$ cat src/rtl/alu_result_skid.sv
// Registered two-entry skid buffer between the ALU and writeback. It applies
// signed-overflow trap suppression and tracks committed flags and a trap count.
module alu_result_skid #(
  parameter int DATA_W = 32,
  parameter int TAG_W  = 5,
  parameter int CNT_W  = 16
) (
  input  logic              clk,
  input  logic              rst_n,
  input  logic              in_valid,
  output logic              in_ready,
  input  logic [DATA_W-1:0] in_r,
  input  logic              in_zero,
  input  logic              in_carry,
  input  logic              in_negative,
  input  logic              in_overflow,
  input  logic [TAG_W-1:0]  in_rd,
  input  logic              in_we,
  input  logic              in_trap_en,
  input  logic              flush,
  output logic              out_valid,
  input  logic              out_ready,
  output logic [DATA_W-1:0] out_r,
  output logic [3:0]        out_flags,
  output logic [TAG_W-1:0]  out_rd,
  output logic              out_we,
  output logic [3:0]        status_flags,
  output logic              ovf_trap,
  output logic [CNT_W-1:0]  ovf_count,
  output logic [1:0]        occupancy
);

  // Entry layout: {r, flags[3:0], rd, we}
  localparam int E_W = DATA_W + 4 + TAG_W + 1;

  function automatic logic [CNT_W-1:0] sat_inc(input logic [CNT_W-1:0] v);
    if (v == {CNT_W{1'b1}}) sat_inc = v;
    else                    sat_inc = v + {{(CNT_W-1){1'b0}}, 1'b1};
  endfunction

  logic [E_W-1:0]   head_r, skid_r;
  logic             head_valid_r, skid_valid_r;
  logic             in_ready_r;
  logic [3:0]       status_flags_r;
  logic             ovf_trap_r;
  logic [CNT_W-1:0] ovf_count_r;
  logic [1:0]       occupancy_r;

  logic             accept_s, take_s, pop_s, trap_s;
  logic [E_W-1:0]   in_entry_s;
  logic             head_load_in_s, head_load_skid_s, skid_load_s;
  logic             head_valid_nxt_s, skid_valid_nxt_s;

  // Decode handshakes and build the entry to be stored at accept.
  always_comb begin
    accept_s   = in_valid & in_ready_r;
    take_s     = accept_s & ~flush;
    pop_s      = head_valid_r & out_ready;
    trap_s     = take_s & in_trap_en & in_overflow;
    in_entry_s = {in_r, in_zero, in_carry, in_negative, in_overflow, in_rd,
                  in_we & ~(in_trap_en & in_overflow)};
  end

  // Next-state selection for the head/skid pair.
  always_comb begin
    head_load_in_s   = 1'b0;
    head_load_skid_s = 1'b0;
    skid_load_s      = 1'b0;
    head_valid_nxt_s = head_valid_r;
    skid_valid_nxt_s = skid_valid_r;
    if (flush) begin
      head_valid_nxt_s = 1'b0;
      skid_valid_nxt_s = 1'b0;
    end else begin
      case ({head_valid_r, skid_valid_r})
        2'b00: begin
          head_load_in_s   = take_s;
          head_valid_nxt_s = take_s;
        end
        2'b10: begin
          if (take_s && pop_s) begin
            head_load_in_s = 1'b1;
          end else if (take_s) begin
            skid_load_s      = 1'b1;
            skid_valid_nxt_s = 1'b1;
          end else if (pop_s) begin
            head_valid_nxt_s = 1'b0;
          end else begin
            head_valid_nxt_s = 1'b1;
          end
        end
        2'b11: begin
          if (pop_s) begin
            head_load_skid_s = 1'b1;
            skid_valid_nxt_s = 1'b0;
          end else begin
            skid_valid_nxt_s = 1'b1;
          end
        end
        default: begin
          head_valid_nxt_s = 1'b0;
          skid_valid_nxt_s = 1'b0;
        end
      endcase
    end
  end

  // Storage, handshake and status registers.
  always_ff @(posedge clk or negedge rst_n) begin
    if (!rst_n) begin
      head_r         <= {E_W{1'b0}};
      skid_r         <= {E_W{1'b0}};
      head_valid_r   <= 1'b0;
      skid_valid_r   <= 1'b0;
      in_ready_r     <= 1'b1;
      status_flags_r <= 4'b0000;
      ovf_trap_r     <= 1'b0;
      ovf_count_r    <= {CNT_W{1'b0}};
      occupancy_r    <= 2'b00;
    end else begin
      if (head_load_in_s)        head_r <= in_entry_s;
      else if (head_load_skid_s) head_r <= skid_r;
      else                       head_r <= head_r;
      if (skid_load_s) skid_r <= in_entry_s;
      else             skid_r <= skid_r;
      head_valid_r <= head_valid_nxt_s;
      skid_valid_r <= skid_valid_nxt_s;
      in_ready_r   <= ~skid_valid_nxt_s;
      occupancy_r  <= {1'b0, head_valid_nxt_s} + {1'b0, skid_valid_nxt_s};
      // A pop commits flags even in a flush cycle.
      if (pop_s) status_flags_r <= head_r[TAG_W+4:TAG_W+1];
      else       status_flags_r <= status_flags_r;
      ovf_trap_r <= trap_s;
      if (trap_s) ovf_count_r <= sat_inc(ovf_count_r);
      else        ovf_count_r <= ovf_count_r;
    end
  end

  assign in_ready     = in_ready_r;
  assign out_valid    = head_valid_r;
  assign out_r        = head_r[E_W-1:TAG_W+5];
  assign out_flags    = head_r[TAG_W+4:TAG_W+1];
  assign out_rd       = head_r[TAG_W:1];
  assign out_we       = head_r[0];
  assign status_flags = status_flags_r;
  assign ovf_trap     = ovf_trap_r;
  assign ovf_count    = ovf_count_r;
  assign occupancy    = occupancy_r;

endmodule

$ cat config.mk
export PLATFORM = sky130hd
export DESIGN_NAME = alu_result_skid
export DESIGN_NICKNAME = d
export VERILOG_FILES = /design/src/rtl/alu_result_skid.sv
export SDC_FILE = /design/constraint.sdc
export NUM_CORES = 1
export LEC_CHECK = 0
export CELL_PAD_IN_SITES_DETAIL_PLACEMENT = 1
export CELL_PAD_IN_SITES_GLOBAL_PLACEMENT = 2
export CORE_ASPECT_RATIO = 0.9
export CORE_MARGIN = 5
export CORE_UTILIZATION = 34
export CTS_CLUSTER_DIAMETER = 40
export DETAILED_ROUTE_END_ITERATION = 8
export GPL_TIMING_DRIVEN = 0
export PLACE_DENSITY_LB_ADDON = 0.1
export SYNTH_ARGS = -nofsm -noshare
export SYNTH_HDL_FRONTEND = slang
export SYNTH_SLANG_ARGS = --single-unit
$ cat constraint.sdc
create_clock -name clk -period 5.5 [get_ports clk]
set_input_delay 0.55 -clock clk [delete_from_list [all_inputs] [get_ports clk]]
set_output_delay 0.55 -clock clk [all_outputs]
set_load 0.005 [all_outputs]
==> results by group <==
Status
  – Run status: complete, no violations

Job
  – Maxcap violations: 0

GRT
  – Vias in the first global route: 3709
  – Met2 global-route usage: between 20% and 30%
  – GRT Overall Usage: approximately 15%
  – First-pass GRT wire length: between 15000 and 20000 um
  – Total grt overflow: 0
  – Met1 Usage GRT: between 20% and 30%
  – Largest net degree at the start of global routing: 93
  – Met3 GRT Util: around 3.6%
  – Busiest grt layer: met2
  – Antenna violations before repair: 0

Timing
  – Setup violations, final: 0
  – RSZ-0062 raised after global routing: false
  – Slew Limit Headroom: between 50% and 60%
  – Final hold vios: 0
  – Final period util: about 42%
  – Fin. max-slew vios: 0
  – Worst hold margin: approximately 0.032 ns
  – Sum Neg Setup Slack: 0 ns
  – Final WS setup: 3.172 ns
  – Worst Skew: roughly 0.011 ns
  – Fin crit period: between 2 and 2.5 ns
  – Fmax: about 430 MHz
  – Least-Margin Pin Slew: 0.6708 ns

Floorplanning
  – Std-Cell Rows: 39
  – Die area: around 16000 sq um
  – Die Y: 118.9 um
  – Core Region: around 13000 sq um
  – Die Wd: about 130 um
  – Io pins: 115
  – Initial Util: 35.05%

Yosys
  – Largest area contributor in the netlist: dfrtp_1
  – Synth Area per Inst: around 12 sq um
  – Number of warnings issued by yosys: 0
  – Part of the Yosys area used for sequential elements: about three fifths
  – Mapped Area: between 4000 and 5000 sq um
  – Gate Count Post-Synth: 380
  – Syn Nets: 429
  – Post-synth cell types: 33
  – Post-synthesis register bit count: between 100 and 150
  – Largest cells by area after synthesis: dfrtp_1 61%, mux2_2 12%, nand2_1 7.7%
  – Share of the synthesized area in the top cell type: 60.88%

Clock tree
  – Post-CTS repair timing setup buffer count: 0
  – Clock Path Buffers: 2
  – Post-CTS sizing: 0
  – CTS H-tree lvls: 3
  – Root Buffer: clkbuf_16
  – Worst skew pair latency: about 0.35 ns
  – Clk sinks: 110
  – Hold_buf cts: 0
  – Clk pin slew, worst setup/hold paths: approximately 0.080 ns
  – Cts bufs inserted: 9
  – CTS tree: done

Worst setup path
  – Crit path cell chain: clkdlybuf4s50_1 > and4b_1 > clkbuf_1 > a21oi_1 > clkbuf_1 > nand2_1 > nand2_1
  – R2R setup slack: between 3 and 4 ns
  – CP startpoint kind: primary input
  – Crit end category: register
  – Crit path required time: slightly below 6 ns
  – Worst path max stage delay: roughly 0.49 ns
  – Worst setup path category: in2reg
  – Worst Path Arrival: ~2.6 ns
  – CP max FO: 10
  – Slowest-stage cell, CP: a21oi_1

Place
  – Dpl hpwl: around 8300 um
  – Placed cell areas: a little under 6000 sq um
  – DP Worst Slack: between 2 and 3 ns
  – IO Port Bufs: between 100 and 150
  – Routability Congestion: about 0.76

Routing
  – Via/cell ratio: around 5
  – # DRC: 0
  – DRT Pass-1 Iters: 4
  – Vias post-DR: ~3300
  – Routed WL: 11490 um
  – Post-route ant nets: 0
  – WL/cell: 17.05 um
  – Number of DRC markers in iteration 0: 195

Layout
  – Share of cells above drive strength 1: between 10% and 20%
  – Layout Cell Area excl Fill: slightly above 6000 sq um
  – Most frequent cells in the layout: 112 x clkdlybuf4s50_1, 109 x dfrtp_1, 92 x nand2_1
  – Most common cell after layout, fill and taps aside: clkdlybuf4s50_1
  – Nets: 554
  – Antenna diode count: 0
  – Area Overhead vs Synth: 37.22%

Power
  – Overall power: approximately 0.0021 W
  – Maximum VDD drop: roughly 0.18 mV
  – Lkg Pwr: ~2.7 nW
  – Pwr Density: between 300 and 400 nW/um^2

Min path
  – Worst hold-check path type: in2async
==> critical path: cells and delay by family <==
kind,cells,cell delay [ns]
AO/OA/AOI/OAI,1,0.49
buffers and inverters,3,1.13
AND/OR/NAND/NOR,3,0.44
==> worst paths after layout <==
path                               from  cells after the start            to
min in group clk             head_r[19]                      2    head_r[19]
min                               rst_n                      1    head_r[11]
max                           out_ready                      7    head_r[27]
max reg2reg                ovf_count[0]                      6  ovf_count[1]
max in group asynchronous         rst_n                      2  ovf_count[9]
min reg2reg                  head_r[19]                      2    head_r[19]
==> sequential cells by signal, summed over array words and instances (netlist names) <==
register,cells
head_r,42
status_flags,4
skid_valid_r,1
skid_r,42
ovf_count,16
out_valid,1
ovf_trap,1
in_ready,1
occupancy,2
==> cell usage after synthesis (all sizes together) <==
| master | count |
|---|---|
| nor2 | 5 |
| xor2 | 1 |
| and2 | 2 |
| ha | 1 |
| buf | 10 |
| nor4bb | 1 |
| a32oi | 1 |
| xnor2 | 11 |
| a21oi | 5 |
| a22oi | 41 |
| o21ai | 1 |
| or4 | 1 |
| nor4 | 3 |
| nand2 | 92 |
| clkbuf | 11 |
| inv | 5 |
| a21boi | 1 |
| nand2b | 2 |
| and3 | 3 |
| nor3 | 3 |
| dfstp | 1 |
| nand4 | 8 |
| a41oi | 1 |
| dfrtp | 109 |
| and4b | 1 |
| mux2 | 47 |
| a311oi | 1 |
| nand3 | 11 |
| a31oi | 1 |
==> layer usage <==
metal	vias to the layer above	share of wire, %
met5	-	0
li1	1576	-
met2	70	48
met4	0	1.1
met1	1664	45
met3	7	5.5
==> per-stage QoR <==
stage	util, %	std cells
after floorplan	-	380
after global placement	45.50	657
after detailed placement	45.72	658
after CTS	48.09	674
after global routing	48.09	674
final	48.09	674
==> kinds of logic (layout without fill, tap and decap cells) <==
group           Yosys count  in the layout  share of synthesized area (%)
xor+xnor                 12             12                          2.346
buf+inv                  26            156                          2.458
compound gates           52             52                          8.434
simple gates            132            132                          13.12
fa+ha+maj                 1              1                         0.2792
flops                   110            110                          61.46
mux                      47             47                          11.90
==> layout make-up <==
| cell class | instances | area (sq um) |
|---|---|---|
| repair buffers | 114 | 1160 |
| clock buffers | 9 | 225.2 |
| fillers | 1377 | 6636 |
| multi-input cells | 244 | 1617 |
| inverters | 5 | 18.77 |
| clock inverters | 7 | 77.57 |
| flip-flops and latches | 110 | 2754 |
| plain buffers | 21 | 91.34 |
| well taps | 164 | 205.2 |
==> where the power goes <==
part	total, W	internal (W)	switching, W
clock	0.000665	0.000359	0.000306
sequential	0.00106	0.000964	0.0000945
combinational	0.000416	0.000265	0.000151
total	0.00214	0.00159	0.000552
Power figures use the tool's default switching activity.
==> patch 1, RTL diff (same settings) <==
Register the output `ovf_count` once more, with the module's reset; this adds one clock of latency there. The other outputs are not delayed to match.
--- a/src/rtl/alu_result_skid.sv
+++ b/src/rtl/alu_result_skid.sv
@@ -145,5 +145,11 @@
   assign status_flags = status_flags_r;
   assign ovf_trap     = ovf_trap_r;
-  assign ovf_count    = ovf_count_r;
+  always_ff @(posedge clk or negedge rst_n) begin
+    if (!rst_n) begin
+      ovf_count <= '0;
+    end else begin
+      ovf_count <= ovf_count_r;
+    end
+  end
   assign occupancy    = occupancy_r;
 
Check against the original RTL: not equivalent (Yosys sat finds a counterexample within 4 cycles, from zero or initial values and one cycle with rst_n low).
==> patch 1 against the original RTL <==
- area after synthesis is 10% higher
- sequential cell count is 16 higher
- final area is 14% higher
- die area is 9.5% higher
- worst hold slack better by 43 ps
- setup slack worse by 81 ps
- wire length is 9.3% higher
- power is 35% higher
==> patch 1: results (changes against the original RTL) <==
synth-seq-cells: 126  # +15%
drive_above_1_share_pct: 18.1  # +2.6 points
synth_nets: 400  # -6.8%
clockBufferCount: 20  # +11
synth_compound_area_share_pct: 14.1  # +5.7 points
seq_share_pct: 45.0  # +0.18 points
clkTransAtPathRegs_ps: 60  # -20 ps
multi_input_area_share_pct: 23.8  # -2.5 points
drtIter0Drc: 135  # -31%
buf_share_pct: 18.1  # -2.3 points
synth_fa_ha_area_share_pct: 0.253  # -0.026 points
dp_hpwl_um: 8600  # +3.9%
num-multi-input-gates: 201  # -18%
htreeDepth: 4  # +1
synth.cells.most_frequent: "125 x dfrtp_1, 42 x mux2_2, 41 x a21o_1, 41 x a22o_1, 15 x xor2_1"
worst_pin_slew_ps: 701  # +30.5 ps
skew_ps: 5.23  # -5.78 ps
clk_latency_ps: 420  # +70 ps
inverters: 3  # -2
cpPeakStageDelay_ps: 610  # +120 ps
synth.area.top_cells: "dfrtp_1 63%, mux2_2 9.6%, a22o_1 7.3%"
grt_pass1_vias: 3867  # +4.3%
status: "completed"
cp_slowest_cell: "nor4b_2"
ir_worst_vdd_mv: 0.202  # +13%
grt_max_degree: 78  # -16%
wl_um: 12600  # +9.3%
crit_family: "simple AND/OR/NAND/NOR gates"
cts_buffers: 17  # +8
track_usage_pct: 15.7  # +0.47 points
clock_area_share_pct: 9.56  # +4.6 points
nFillCells: 1459  # +6.0%
die_w_um: 137  # +4.6%
ys_seq_area_share_pct: 63.8  # +2.4 points
synth_xor_area_share_pct: 2.66  # +0.31 points
routed_via_density: 4.88  # -0.76%
synth_mux_area_share_pct: 10.5  # -1.4 points
met3_length_um: 712  # +13%
layout.nets: 533  # -3.8%
grt_pass1_wl_um: 20600  # +8.7%
==> patch 1: changes by cell type in the layout (fill, tap and decap cells not counted), sizes merged, moves of 11 or more <==
cell	change
nand2	-81
dfrtp	+16
xnor2	-11
a22o	+41
xor2	+14
a22oi	-41
a21o	+41
clkbuf	+12
==> patch 1: power by group <==
part | switching (mW) | leakage [nW] | internal (mW) | total [mW]
clock network | 0.402 | 0.334 | 0.870 | 1.27
logic | 0.142 | 1.42 | 0.278 | 0.420
registers | 0.0997 | 1.60 | 1.10 | 1.20
==> patch 1: cell families after synthesis <==
logic type	Yosys count
AO/OA/AOI/OAI	87
adder cells (fa/ha/maj)	1
flip-flops	126
XOR/XNOR	15
AND/OR/NAND/NOR	52
buffers and inverters	24
multiplexers	46
==> patch 1: path summary, 6_finish.rpt <==
kind | cells past startpoint | endpoint | from | slack, ps
worst max-delay path | 6 | head_r[21] | out_ready | 3090
worst min-delay path | 1 | head_r[4] | rst_n | 70
worst max register to register | 5 | head_r[21] | in_ready | 3270
worst min register to register | 0 | ovf_count[15] | ovf_count_r[15] | 430
max in group asynchronous | 2 | in_ready | rst_n | 4660
min in group clk | 2 | occupancy[1] | flush | 330
==> patch 1: layer usage <==
layer / up-vias / GRT usage, %
li1: 1556 / -
met1: 1718 / 19.9
met2: 81 / 24.6
met3: 15 / 5.53
met4: 0 / 5.99
met5: - / 0
==> patch 1: through the flow <==
stage / util (%) / std cells / area [um^2] / worst slack, ps
4_1_cts: 49.5 / 690 / 7010 / 3040
3_3_place_gp: 44.6 / 657 / 6310 / -1170
5_1_grt: 49.5 / 690 / 7010 / 2880
3_5_place_dp: 44.8 / 658 / 6340 / 2610
6_report: 49.5 / 690 / 7010 / 3090
2_1_floorplan: - / 351 / 4940 / 3600
==> patch 2, RTL diff (same settings) <==
Without the edit above. Change the parameter `DATA_W` from 32 to 16.
--- a/src/rtl/alu_result_skid.sv
+++ b/src/rtl/alu_result_skid.sv
@@ -2,5 +2,5 @@
 // signed-overflow trap suppression and tracks committed flags and a trap count.
 module alu_result_skid #(
-  parameter int DATA_W = 32,
+  parameter int DATA_W = 16,
   parameter int TAG_W  = 5,
   parameter int CNT_W  = 16
Interface: changed (resized in_r and out_r); port bits go from 115 to 83. No check against the original RTL was run, so the function may have changed too.
==> patch 2 against the original RTL <==
- power is 30% lower
- global-route usage is 1.1 points lower
- sequential cell count is 32 lower
- utilization hardly changed
- setup slack better by 81 ps
- wire length is 31% lower
- synthesized cell count is 28% lower
- area after synthesis is 28% lower
- final area is 28% lower
- clock skew is 1.1 ps lower
- critical endpoint is now head_r[15]
==> patch 2: results (changes against the original RTL) <==
clk_latency_ps: 350  # about the same
period_needed_ps: 2250  # -81.1 ps
pwr_density_cell_nw_per_um2: 340  # -2.3%
grt_overflow_total: 0  # unchanged
track_usage_pct: 14.1  # -1.1 points
htreeDepth: 3  # unchanged
regArea_um2: 1950  # -29%
via_count: 2438  # -26%
placement.cell_area_um2: 4210  # -28%
clkTransAtPathRegs_ps: 80  # about the same
fin_hold_ws_ps: 138  # +107 ps
r2r_slack_ps: 3270  # about the same
synth.cells.most_frequent: "77 x dfrtp_1, 60 x nand2_1, 30 x mux2_2"
skew_ps: 9.92  # -1.09 ps
relSlewSlack_pct: 57.9  # +3.0 points
postCtsSetupBuffers: 0  # unchanged
drtIter0Drc: 75  # -62%
grt_pass1_wl_um: 12700  # -33%
synth_edf_count: 0  # unchanged
dp_hpwl_um: 5710  # -31%
grt_max_degree: 50  # -46%
crit_arrival_ps: 2520  # -90 ps
cts.repair.resized: 0  # unchanged
yosys_warnings: 0  # unchanged
finalHoldViolCount: 0  # unchanged
async_flop_share_pct: 100  # unchanged
dp.cells: 479  # -27%
p_switching_mw: 0.384  # -30%
drive_above_1_share_pct: 16.1  # +0.60 points
wl_um: 7900  # -31%
syn_inst: 275  # -28%
clockBufferDepth: 2  # unchanged
nFillCells: 996  # -28%
worstPathMaxFanout: 10  # unchanged
synth_nets: 308  # -28%
seq-power_mw: 0.745  # -30%
portBuffers: 81  # -28%
antenna_found_initial: 0  # unchanged
ys_seq_area_share_pct: 60.6  # -0.91 points
combPwrFrac_pct: 19.6  # +0.2 points
ir_worst_vdd_mv: 0.211  # +18%
ys_types: 33  # unchanged
cts_root_buffer: "clkbuf_8"
gp_congestion: 0.763  # -0.12%
dr.pass1.iters: 5  # +1
cts_buffers: 9  # unchanged
synth.area.top_cells: "dfrtp_1 60%, mux2_2 10%, nand2_1 7.0%"
fin_cells: 495  # -27%
layout.nets: 401  # -28%
p_leak_nw: 1.94  # -29%
pre_cts_slack_ps: 2840  # +113 ps
grt_pass1_vias: 2492  # -33%
hold_path_class: "in2async"
status: "completed"
antenna_cells: 0  # unchanged
[patch 2: cell count changes in the layout (fill, tap and decap cells not counted), sizes merged, moves of 4 or more]
cell	delta
a22oi	-16
clkbuf	-4
clkdlybuf4s50	-32
dfrtp	-32
inv	-4
mux2	-16
nand2	-32
[patch 2: critical path, stage by stage]
cell and delay (ps):
clkdlybuf4s50_1 460, and4b_1 230, clkbuf_1 220, a21oi_1 560, buf_2 350, nand2_1 90, nand2_1 70
[patch 2: routing by layer]
layer / share of wire [%] / routed length (um) / GRT usage, %
met5: 0 / 0 / 0
met4: 1.4 / 107 / 4.99
met3: 6.7 / 531 / 4.91
met2: 43 / 3410 / 20.3
met1: 49 / 3850 / 19.9
[patch 2: final timing paths]
kind | start | endpoint | cells past startpoint
setup / recovery | out_ready | head_r[15] | 7
hold / removal | rst_n | ovf_count[13] | 1
setup reg to reg | ovf_count[0] | ovf_count[1] | 6
hold reg to reg | head_r[19] | head_r[19] | 2
max in group asynchronous | rst_n | in_ready | 2
min in group clk | head_r[19] | head_r[19] | 2
[patch 2: layout make-up]
class / instances / share of cell area (%)
sequential: 78 / 44.1
clock buffer: 10 / 2.88
inverter: 5 / 0.424
multi-input combinational: 179 / 27.0
buffer: 13 / 1.30
tap: 122 / 3.45
timing repair buffer: 82 / 18.9
clock inverter: 6 / 1.95
[patch 2: cell families after synthesis]
kind of cell	count (synthesis)	share of synthesized area [%]
and+or+nand+nor	99	14.5
xor gates and xnor gates	12	3.26
adders and majority gates	1	0.388
muxes	31	10.9
AOI/OAI and AO/OA	36	7.99
buffers and inverters	18	2.37
DFF	78	60.6
